## config.mk

```make
export PLATFORM = sky130hd
export DESIGN_NAME = btb_update_queue
export DESIGN_NICKNAME = d
export VERILOG_FILES = /design/src/rtl/btb_update_queue.sv
export SDC_FILE = /design/constraint.sdc
export NUM_CORES = 1
export LEC_CHECK = 0
export CORE_MARGIN = 3
export CORE_UTILIZATION = 41
export CTS_CLUSTER_SIZE = 16
export DETAILED_ROUTE_END_ITERATION = 10
export PLACE_DENSITY = 0.7
export RECOVER_POWER = 50
export SLEW_MARGIN = 20
export SYNTH_ARGS = -nofsm -noshare
export SYNTH_HDL_FRONTEND = slang
export SYNTH_SLANG_ARGS = --single-unit
```

## constraint.sdc

```tcl
create_clock -name clock -period 3.9 [get_ports clock]
set_input_delay 0.585 -clock clock [delete_from_list [all_inputs] [get_ports clock]]
set_output_delay 0.585 -clock clock [all_outputs]
set_load 0.005 [all_outputs]
```

## src/rtl/btb_update_queue.sv

```systemverilog
// In-order write queue feeding the BTB's single write port from several branch resolution ports.
// Optional build macro BTB_UPD_COALESCE_EN: same-PC resolutions update a queued entry instead of allocating.
module btb_update_queue #(
  parameter int NUM_PORTS   = 2,
  parameter int QUEUE_DEPTH = 4,
  localparam int ADDR       = 32,
  localparam int CW         = $clog2(QUEUE_DEPTH + 1)
) (
  input  logic                            clock,
  input  logic                            reset_n,
  input  logic [NUM_PORTS-1:0]            res_valid,
  input  logic [NUM_PORTS-1:0]            res_taken,
  input  logic [NUM_PORTS-1:0][ADDR-1:0]  res_pc,
  input  logic [NUM_PORTS-1:0][ADDR-1:0]  res_target,
  input  logic                            btb_busy,
  output logic                            wr_en,
  output logic [ADDR-1:0]                 wr_pc,
  output logic [ADDR-1:0]                 wr_target,
  output logic [CW-1:0]                   q_count,
  output logic                            full,
  output logic [15:0]                     drop_count
);

  localparam int PW = $clog2(QUEUE_DEPTH);
  localparam int DW = $clog2(NUM_PORTS + 1);

  logic [ADDR-1:0]        pc_r   [QUEUE_DEPTH];
  logic [ADDR-1:0]        tgt_r  [QUEUE_DEPTH];
  logic [QUEUE_DEPTH-1:0] vld_r;
  logic [PW-1:0]          head_r;
  logic [PW-1:0]          tail_r;
  logic [CW-1:0]          count_r;
  logic [15:0]            drop_r;

  logic [ADDR-1:0]        pc_s   [QUEUE_DEPTH];
  logic [ADDR-1:0]        tgt_s  [QUEUE_DEPTH];
  logic [QUEUE_DEPTH-1:0] vld_s;
  logic [PW-1:0]          head_s;
  logic [PW-1:0]          tail_s;
  logic [CW-1:0]          count_s;
  logic [CW-1:0]          cap_s;
  logic [CW-1:0]          acc_s;
  logic [DW-1:0]          drop_inc_s;
  logic [16:0]            drop_sum_s;
  logic [15:0]            drop_s;
  logic                   wr_en_s;

  // Drain whenever something is queued and the BTB can take a write.
  always_comb begin
    wr_en_s = (count_r != {CW{1'b0}}) & ~btb_busy;
  end

  // Pop the head, then place candidates in port order into the slots left over.
  always_comb begin : enq_comb
`ifdef BTB_UPD_COALESCE_EN
    logic hit_v;
`endif
    logic alloc_v;
    logic [PW-1:0] slot_v;
`ifdef BTB_UPD_COALESCE_EN
    hit_v = 1'b0;
`endif
    alloc_v    = 1'b0;
    slot_v     = {PW{1'b0}};
    pc_s       = pc_r;
    tgt_s      = tgt_r;
    vld_s      = vld_r;
    acc_s      = {CW{1'b0}};
    drop_inc_s = {DW{1'b0}};
    cap_s      = CW'(QUEUE_DEPTH) - count_r + CW'(wr_en_s);
    // Clearing the popped entry first lets a push reuse its slot and hides it from coalescing.
    if (wr_en_s) begin
      vld_s[head_r] = 1'b0;
    end else begin
      vld_s[head_r] = vld_r[head_r];
    end
    for (int i = 0; i < NUM_PORTS; i++) begin
      alloc_v = res_valid[i] & res_taken[i];
`ifdef BTB_UPD_COALESCE_EN
      hit_v = 1'b0;
      for (int j = 0; j < QUEUE_DEPTH; j++) begin
        if (alloc_v && vld_s[j] && (pc_s[j] == res_pc[i])) begin
          tgt_s[j] = res_target[i];
          hit_v    = 1'b1;
        end else begin
          tgt_s[j] = tgt_s[j];
        end
      end
      alloc_v = alloc_v & ~hit_v;
`endif
      slot_v = tail_r + acc_s[PW-1:0];
      if (alloc_v && (acc_s < cap_s)) begin
        pc_s[slot_v]  = res_pc[i];
        tgt_s[slot_v] = res_target[i];
        vld_s[slot_v] = 1'b1;
        acc_s         = acc_s + CW'(1);
      end else if (alloc_v) begin
        drop_inc_s = drop_inc_s + DW'(1);
      end else begin
        drop_inc_s = drop_inc_s;
      end
    end
    head_s     = head_r + PW'(wr_en_s);
    tail_s     = tail_r + acc_s[PW-1:0];
    count_s    = count_r + acc_s - CW'(wr_en_s);
    drop_sum_s = {1'b0, drop_r} + 17'(drop_inc_s);
    if (drop_sum_s[16]) begin
      drop_s = 16'hFFFF;
    end else begin
      drop_s = drop_sum_s[15:0];
    end
  end

  // Queue state registers; reset empties the queue and clears the drop counter.
  always_ff @(posedge clock or negedge reset_n) begin
    if (!reset_n) begin
      for (int k = 0; k < QUEUE_DEPTH; k++) begin
        pc_r[k]  <= {ADDR{1'b0}};
        tgt_r[k] <= {ADDR{1'b0}};
      end
      vld_r   <= {QUEUE_DEPTH{1'b0}};
      head_r  <= {PW{1'b0}};
      tail_r  <= {PW{1'b0}};
      count_r <= {CW{1'b0}};
      drop_r  <= 16'h0000;
    end else begin
      pc_r    <= pc_s;
      tgt_r   <= tgt_s;
      vld_r   <= vld_s;
      head_r  <= head_s;
      tail_r  <= tail_s;
      count_r <= count_s;
      drop_r  <= drop_s;
    end
  end

  // Head entry is shown only while the queue is non-empty.
  always_comb begin
    wr_en      = wr_en_s;
    q_count    = count_r;
    full       = (count_r == CW'(QUEUE_DEPTH));
    drop_count = drop_r;
    if (count_r != {CW{1'b0}}) begin
      wr_pc     = pc_r[head_r];
      wr_target = tgt_r[head_r];
    end else begin
      wr_pc     = {ADDR{1'b0}};
      wr_target = {ADDR{1'b0}};
    end
  end

endmodule

```

Word-level counts from Yosys, hierarchy flattened
Index checks and enable logic that the tools add are counted.
{"block": "totals", "ff_bits": 279, "latchBits": 0, "ramBits": 0, "rom_bits": 0, "inputBits": 135, "output_inout_bits": 85, "elab_cells": 69, "memories": 0}
{"block": "classes", "addsub": 10, "mul": 0, "div_mod_pow": 0, "order_cmp": 7, "n_eq_ne": 1, "n_shift": 0, "n_mux": 27, "n_bitwise": 7, "n_reduce_logical": 5}
{"cell": "128-bit bitwise mux", "count": 4}
{"cell": "128-bit 2-to-1 mux", "count": 4}
{"cell": "32-bit 2-to-1 mux", "count": 8}
{"cell": "32-bit binary-select mux with 2-bit select", "count": 2}
{"cell": "32-bit demux with 2-bit select", "count": 2}
{"cell": "16-bit by 2-bit adder with 17-bit output", "count": 1}
{"cell": "16-bit 2-to-1 mux", "count": 1}
{"cell": "3-bit >= comparator (second input constant)", "count": 3}
{"cell": "2-bit NOT with 3-bit output", "count": 3}
{"cell": "3-bit by 1-bit less-than comparator with 1-bit output (second input constant)", "count": 2}
{"cell": "2-bit adder", "count": 2}
{"cell": "1-bit logical AND", "count": 4}
{"cell": "2-bit 2-to-1 mux", "count": 2}
{"cell": "3-bit by 1-bit adder with 3-bit output", "count": 1}
{"cell": "3-bit by 1-bit adder with 3-bit output (second input constant)", "count": 1}
{"cell": "3-bit adder", "count": 1}
{"cell": "1-bit AND", "count": 3}
{"cell": "3-bit equality test (second input constant)", "count": 1}
{"cell": "1-bit by 3-bit less-than comparator with 1-bit output (first input constant)", "count": 1}
{"cell": "3-bit less-than comparator", "count": 1}
{"cell": "1-bit 2-to-1 mux", "count": 3}
{"cell": "3-bit 2-to-1 mux", "count": 1}
{"cell": "3-bit nonzero test", "count": 1}
{"cell": "3-bit by 1-bit subtractor with 3-bit output", "count": 1}
{"cell": "4 further kinds", "count": 4}

Longest topological paths before layout
Gate-level depths: netlist (run 1).
{"block": "logic_depth", "depth_word": 14, "mapped_depth": 18, "mapped_depth_nobuf": 16}

Worst setup path after synthesis (run 1)
Ideal clock, no wire load.
{"block": "synth_path", "path_kind": "register -> register", "from": "register count_r[2], in the netlist q_count[2]", "to": "register count_r[2], in the netlist q_count[2]", "t_arrival_ns": 3.777, "required_time_ns": 3.820, "slack_ns": 0.043, "path_stages_with_launch": 17, "n_path_buf": 1, "synth_period_minus_slack_ns": 3.857, "cell_sequence": "dfrtp_1 > nor3_1 > clkbuf_1 > or2_2 > ha_1 > inv_1 > ha_1 > xnor2_1 > a21oi_1 > ha_1 > inv_1 > ha_1 > inv_1 > ha_1 > fa_1 > xnor2_1 > xnor2_1"}
{"block": "synth_between", "elab_chain_cells": 11}
{"item": "from (decl)", "line_no": "32", "source": "logic [CW-1:0] count_r;"}
{"item": "from (signal assigned)", "line_no": "124", "source": "count_r <= {CW{1'b0}};"}
{"item": "from (signal assigned)", "line_no": "132", "source": "count_r <= count_s;"}
{"item": "branches (longest 10 deep; another with 3-bit subtractor)"}
{"item": "3-bit by 1-bit subtractor with 3-bit output (*)", "line_no": "105", "source": "count_s = count_r + acc_s - CW'(wr_en_s);"}
{"item": "net count_s[2]", "line_no": "40", "source": "logic [CW-1:0] count_s;"}
Mark *: on every way through the listed nets, which the timed path passes.

Worst setup path in the final report (run 1)
{"block": "layout_path", "from": "input port btb_busy", "to": "register drop_r[14], in the netlist drop_count[14]"}
{"block": "layout_between", "elab_chain_cells": 11}
{"item": "from (decl)", "line_no": "15", "source": "input logic btb_busy,"}
{"item": "1-bit NOT (*)", "line_no": "50", "source": "wr_en_s = (count_r != {CW{1'b0}}) & ~btb_busy;"}
{"item": "1-bit AND (*)", "line_no": "50"}
{"item": "3-bit by 1-bit adder with 3-bit output (*)", "line_no": "70", "source": "cap_s = CW'(QUEUE_DEPTH) - count_r + CW'(wr_en_s);"}
{"item": "1-bit by 3-bit less-than comparator with 1-bit output", "line_no": "92", "source": "if (alloc_v && (acc_s < cap_s)) begin"}
{"item": "1-bit logical AND", "line_no": "92"}
{"item": "1-bit 2-to-1 mux", "line_no": "92"}
{"item": "2-bit by 1-bit adder with 2-bit output or 3-bit less-than comparator (tied branches)", "line_no": "98, 92"}
{"item": "2-bit 2-to-1 mux or 1-bit logical AND (tied branches)", "line_no": "97, 92"}
{"item": "2-bit 2-to-1 mux (*)", "line_no": "92"}
{"item": "16-bit by 2-bit adder with 17-bit output (*)", "line_no": "106", "source": "drop_sum_s = {1'b0, drop_r} + 17'(drop_inc_s);"}
{"item": "16-bit 2-to-1 mux (*)", "line_no": "107", "source": "if (drop_sum_s[16]) begin"}
{"item": "net drop_s[14]", "line_no": "45", "source": "logic [15:0] drop_s;"}
{"item": "to (signal assigned)", "line_no": "133", "source": "drop_r <= drop_s;"}
{"item": "to (decl)", "line_no": "33", "source": "logic [15:0] drop_r;"}
Mark *: on every way through the listed nets, which the timed path passes. The rest lies on a longest branch.

==> impl_metrics.yaml, run 1 <==
placement:
  dp.cells: 1822
  place_congestion: 0.802
  hpwl_mm: 26.0
  placed_area_mm2: 0.0191
  portBuffers: 219
  pre_cts_ws_ps: -242
synth:
  synth_common_cells: "mux2_2, dfrtp_1, nor2b_1, mux4_2, clkbuf_1"
  yosysTopAreaCell: "dfrtp_1"
  syn_area_mm2: 0.0159
  synth_edf_count: 0
  synth_cell_types: 36
  synth_flop_cell: "dfrtp_1"
  synth_top_area_share_pct: 43.8
  avgSynthCellArea_um2: 14.4
  ys_async_sr_fraction_pct: 100
  syn_nets: 1256
  yosysMostFrequentCell: "mux2_2"
  yosys_warnings: 0
  syn_inst: 1107
  seq_area_frac_synth_pct: 43.8
  synthTopCellsByArea: "dfrtp_1, mux2_2, mux4_2"
  ys_seq_elements: 279
sta:
  hold_violations: 0
  max_freq_ghz: 0.277
  finalClockSkew_ps: 15.2
  hold_slack_ps: 551
  timing.final.crit_share_pct: 92.5
  tightest_slew_ps: 2930
  slew_viol_final: 107
  setup-tns-final_ps: 0
  rsz0062_at_grt: "no"
  setup_viol: 0
  fin_crit_ps: 3610
  setup_ws_ps: 293
  relSlewSlack_pct: -95.1
hold_path:
  hold_path.startpoint: "drop_count[10]"
  worstHoldPathType: "flop to flop"
  min_to: "drop_count[10]"
  hold-path-cell-count: 2
finish:
  nets: 1497
  fin_cells: 1883
  post-route-util_pct: 53.0
  drive_gt1_share_pct: 51.1
  layout.filler_cells: 3226
  syn_to_final_growth_pct: 26.3
  design_area_mm2: 0.0201
clock_tree:
  clkSlewWorstSetupHoldPaths_ps: 50
  cts-buffers-inserted: 35
  post_cts_buffers: 0
  cts_root_buffer: "clkbuf_16"
  cts_resized: 0
  clock_latency_ps: 520
  ctsLongestPathBuffers: 3
  h-tree-depth: 2
  cts_tree: "done"
  cts_sinks: 279
  holdBufCountCts: 0
floorplan:
  start_util_pct: 41.9
  die_y_um: 203
  num_rows: 71
  coreArea_mm2: 0.0380
  ios: 220
  die_width_um: 203
  die_area_mm2: 0.0413
critical_path:
  crit_path_frequent_cell: "ha_1"
  start_kind: "primary input"
  critical-path-max-stage-delay_ps: 490
  crit_type: "primary input to flop"
  slowest_stage: "clkdlybuf4s50_1"
  required_ps: 4290
  reg2reg_to: "drop_count[14]"
  crit_fanout: 4
  crit_chain: "clkdlybuf4s50_1, or2_2, ha_1, inv_1, ha_1, nor4b_1, ha_1, and2_1, ha_1, inv_1, fa_1, nor2b_1, and2_1, nand3_1, mux2_2"
  r2r_slack_ps: 430
  cp-end-kind: "flop"
  reg2reg_from: "q_count[1]"
  crit_buf_inv: 3
  reg2reg_depth: 15
  crit_family: "simple AND/OR/NAND/NOR gates"
  cp_num_cells: 15
  critPathArrivalTime_ps: 4000
detailed_routing:
  drc: 0
  wirelength_mm: 41.1
  ant_nets: 0
  wire_per_inst_um: 21.9
  drt_first_pass_iters: 4
  via_per_inst: 5.36
  vias: 10100
  drtIter0Drc: 419
pwr:
  peakVddDrop_mv: 0.587
  power_density_mw_per_mm2: 841
  p_int_mw: 11.9
  leakagePower_nw: 8.32
  combPwrFrac_pct: 51.1
  p_clk_share_pct: 18.5
  p_sw_share_pct: 29.6
  p_sw_mw: 5.02
  power_mw: 16.9
  seqPwrFrac_pct: 30.4
run:
  drv_cap: 1
grt:
  grt_pass1_vias: 11200
  grt_pass1_wl_mm: 64.9
  grt_max_degree: 108
  antenna_found_initial: 0
  gr-total-overflow: 0
  globalRouteTotalUtil_pct: 20.0
outcome:
  status: "finished with violations"
  violations: "capacitance limit, slew limit"
[tightest hold or removal path, cell delays in order, from the launching register on]
cell and delay, ps:
dfrtp_1 380, xor2_1 80, nand2_1 60
[final cells by class]
cell class / instances / area (um2) / area share [%]
multi-input cells: 735 / 8430 / 41.8
flip-flops and latches: 279 / 6990 / 34.7
repair buffers: 280 / 2920 / 14.5
clock buffers: 51 / 1040 / 5.16
well taps: 511 / 639 / 3.17
clock inverters: 9 / 72.6 / 0.360
inverters: 17 / 63.8 / 0.317
diodes: 1 / 2.50 / 0.0124
[sequential cells by signal, summed over array words and instances, names as in the netlist]
name / flops
drop_count: 16
q_count: 3
pc_r: 128
tgt_r: 128
tail_r: 2
head_r: 2
[power groups by stage]
stage,Sequential (mW),Combinational [mW],Clock (mW)
after CTS,5.14,8.88,3.23
after detailed placement,5.19,8.83,0
after floorplan,4.87,5.81,0
after global routing,5.32,9.34,3.36
after global placement,5.11,8.66,0
final,5.15,8.65,3.14
[cells in the final DEF (no fill, tap or decap), types with 2 or more instances in the layout]
cell and n:
a2111oi_4 3, a21oi_1 3, and2_1 4, and3_1 3, and4_1 2, buf_12 23
buf_4 30, clkbuf_1 10, clkbuf_16 37, clkbuf_2 5, clkbuf_4 2, clkbuf_8 6
clkdlybuf4s50_1 182, clkinv_2 7, dfrtp_1 277, dlygate4sd3_1 36, fa_1 2, ha_1 12
inv_1 17, mux2_2 513, mux4_2 64, nand2_1 16, nand3_1 5, nand3_4 2
nand4_1 5, nor2_1 2, nor2b_1 66, o21ai_0 2, or3_4 2, xnor2_1 7
xor2_1 12
[kinds of logic after synthesis]
group	synth area share, %
AOI/OAI and AO/OA	0.910
xor gates and xnor gates	1.04
adders and majority gates	1.19
buffers and inverters	3.56
DFF	43.8
muxes	45.3
and+or+nand+nor	4.17
[per-layer routing]
metal  GRT usage [%]  part of all wire (%)  up-vias
met5               0                     0        -
met1            27.3                    44     5222
met3            3.13                   4.7       62
li1                -                     -     4582
met2            33.6                    49      220
met4            4.94                   2.0        0
[worst max-delay path by stage]
| stage | start | endpoint | slack, ps |
|---|---|---|---|
| final | btb_busy | drop_count[14] | 290 |
| after global routing | btb_busy | drop_count[14] | 40 |
| after CTS | btb_busy | drop_count[14] | 290 |
| after detailed placement | btb_busy | drop_count[14] | -240 |
| after global placement | btb_busy | drop_count[14] | -220 |
| after floorplan | q_count[2] | q_count[2] | 40 |
Note: power is estimated with default switching activity, not from simulation.
==> run 2, diff against run 1 <==
Settings changed: ABC_CLOCK_PERIOD_IN_PS set to 3900, CAP_MARGIN set to 20.
==> results of run 2 <==
Final layout, timing and power as in run 1 (identical DEF).
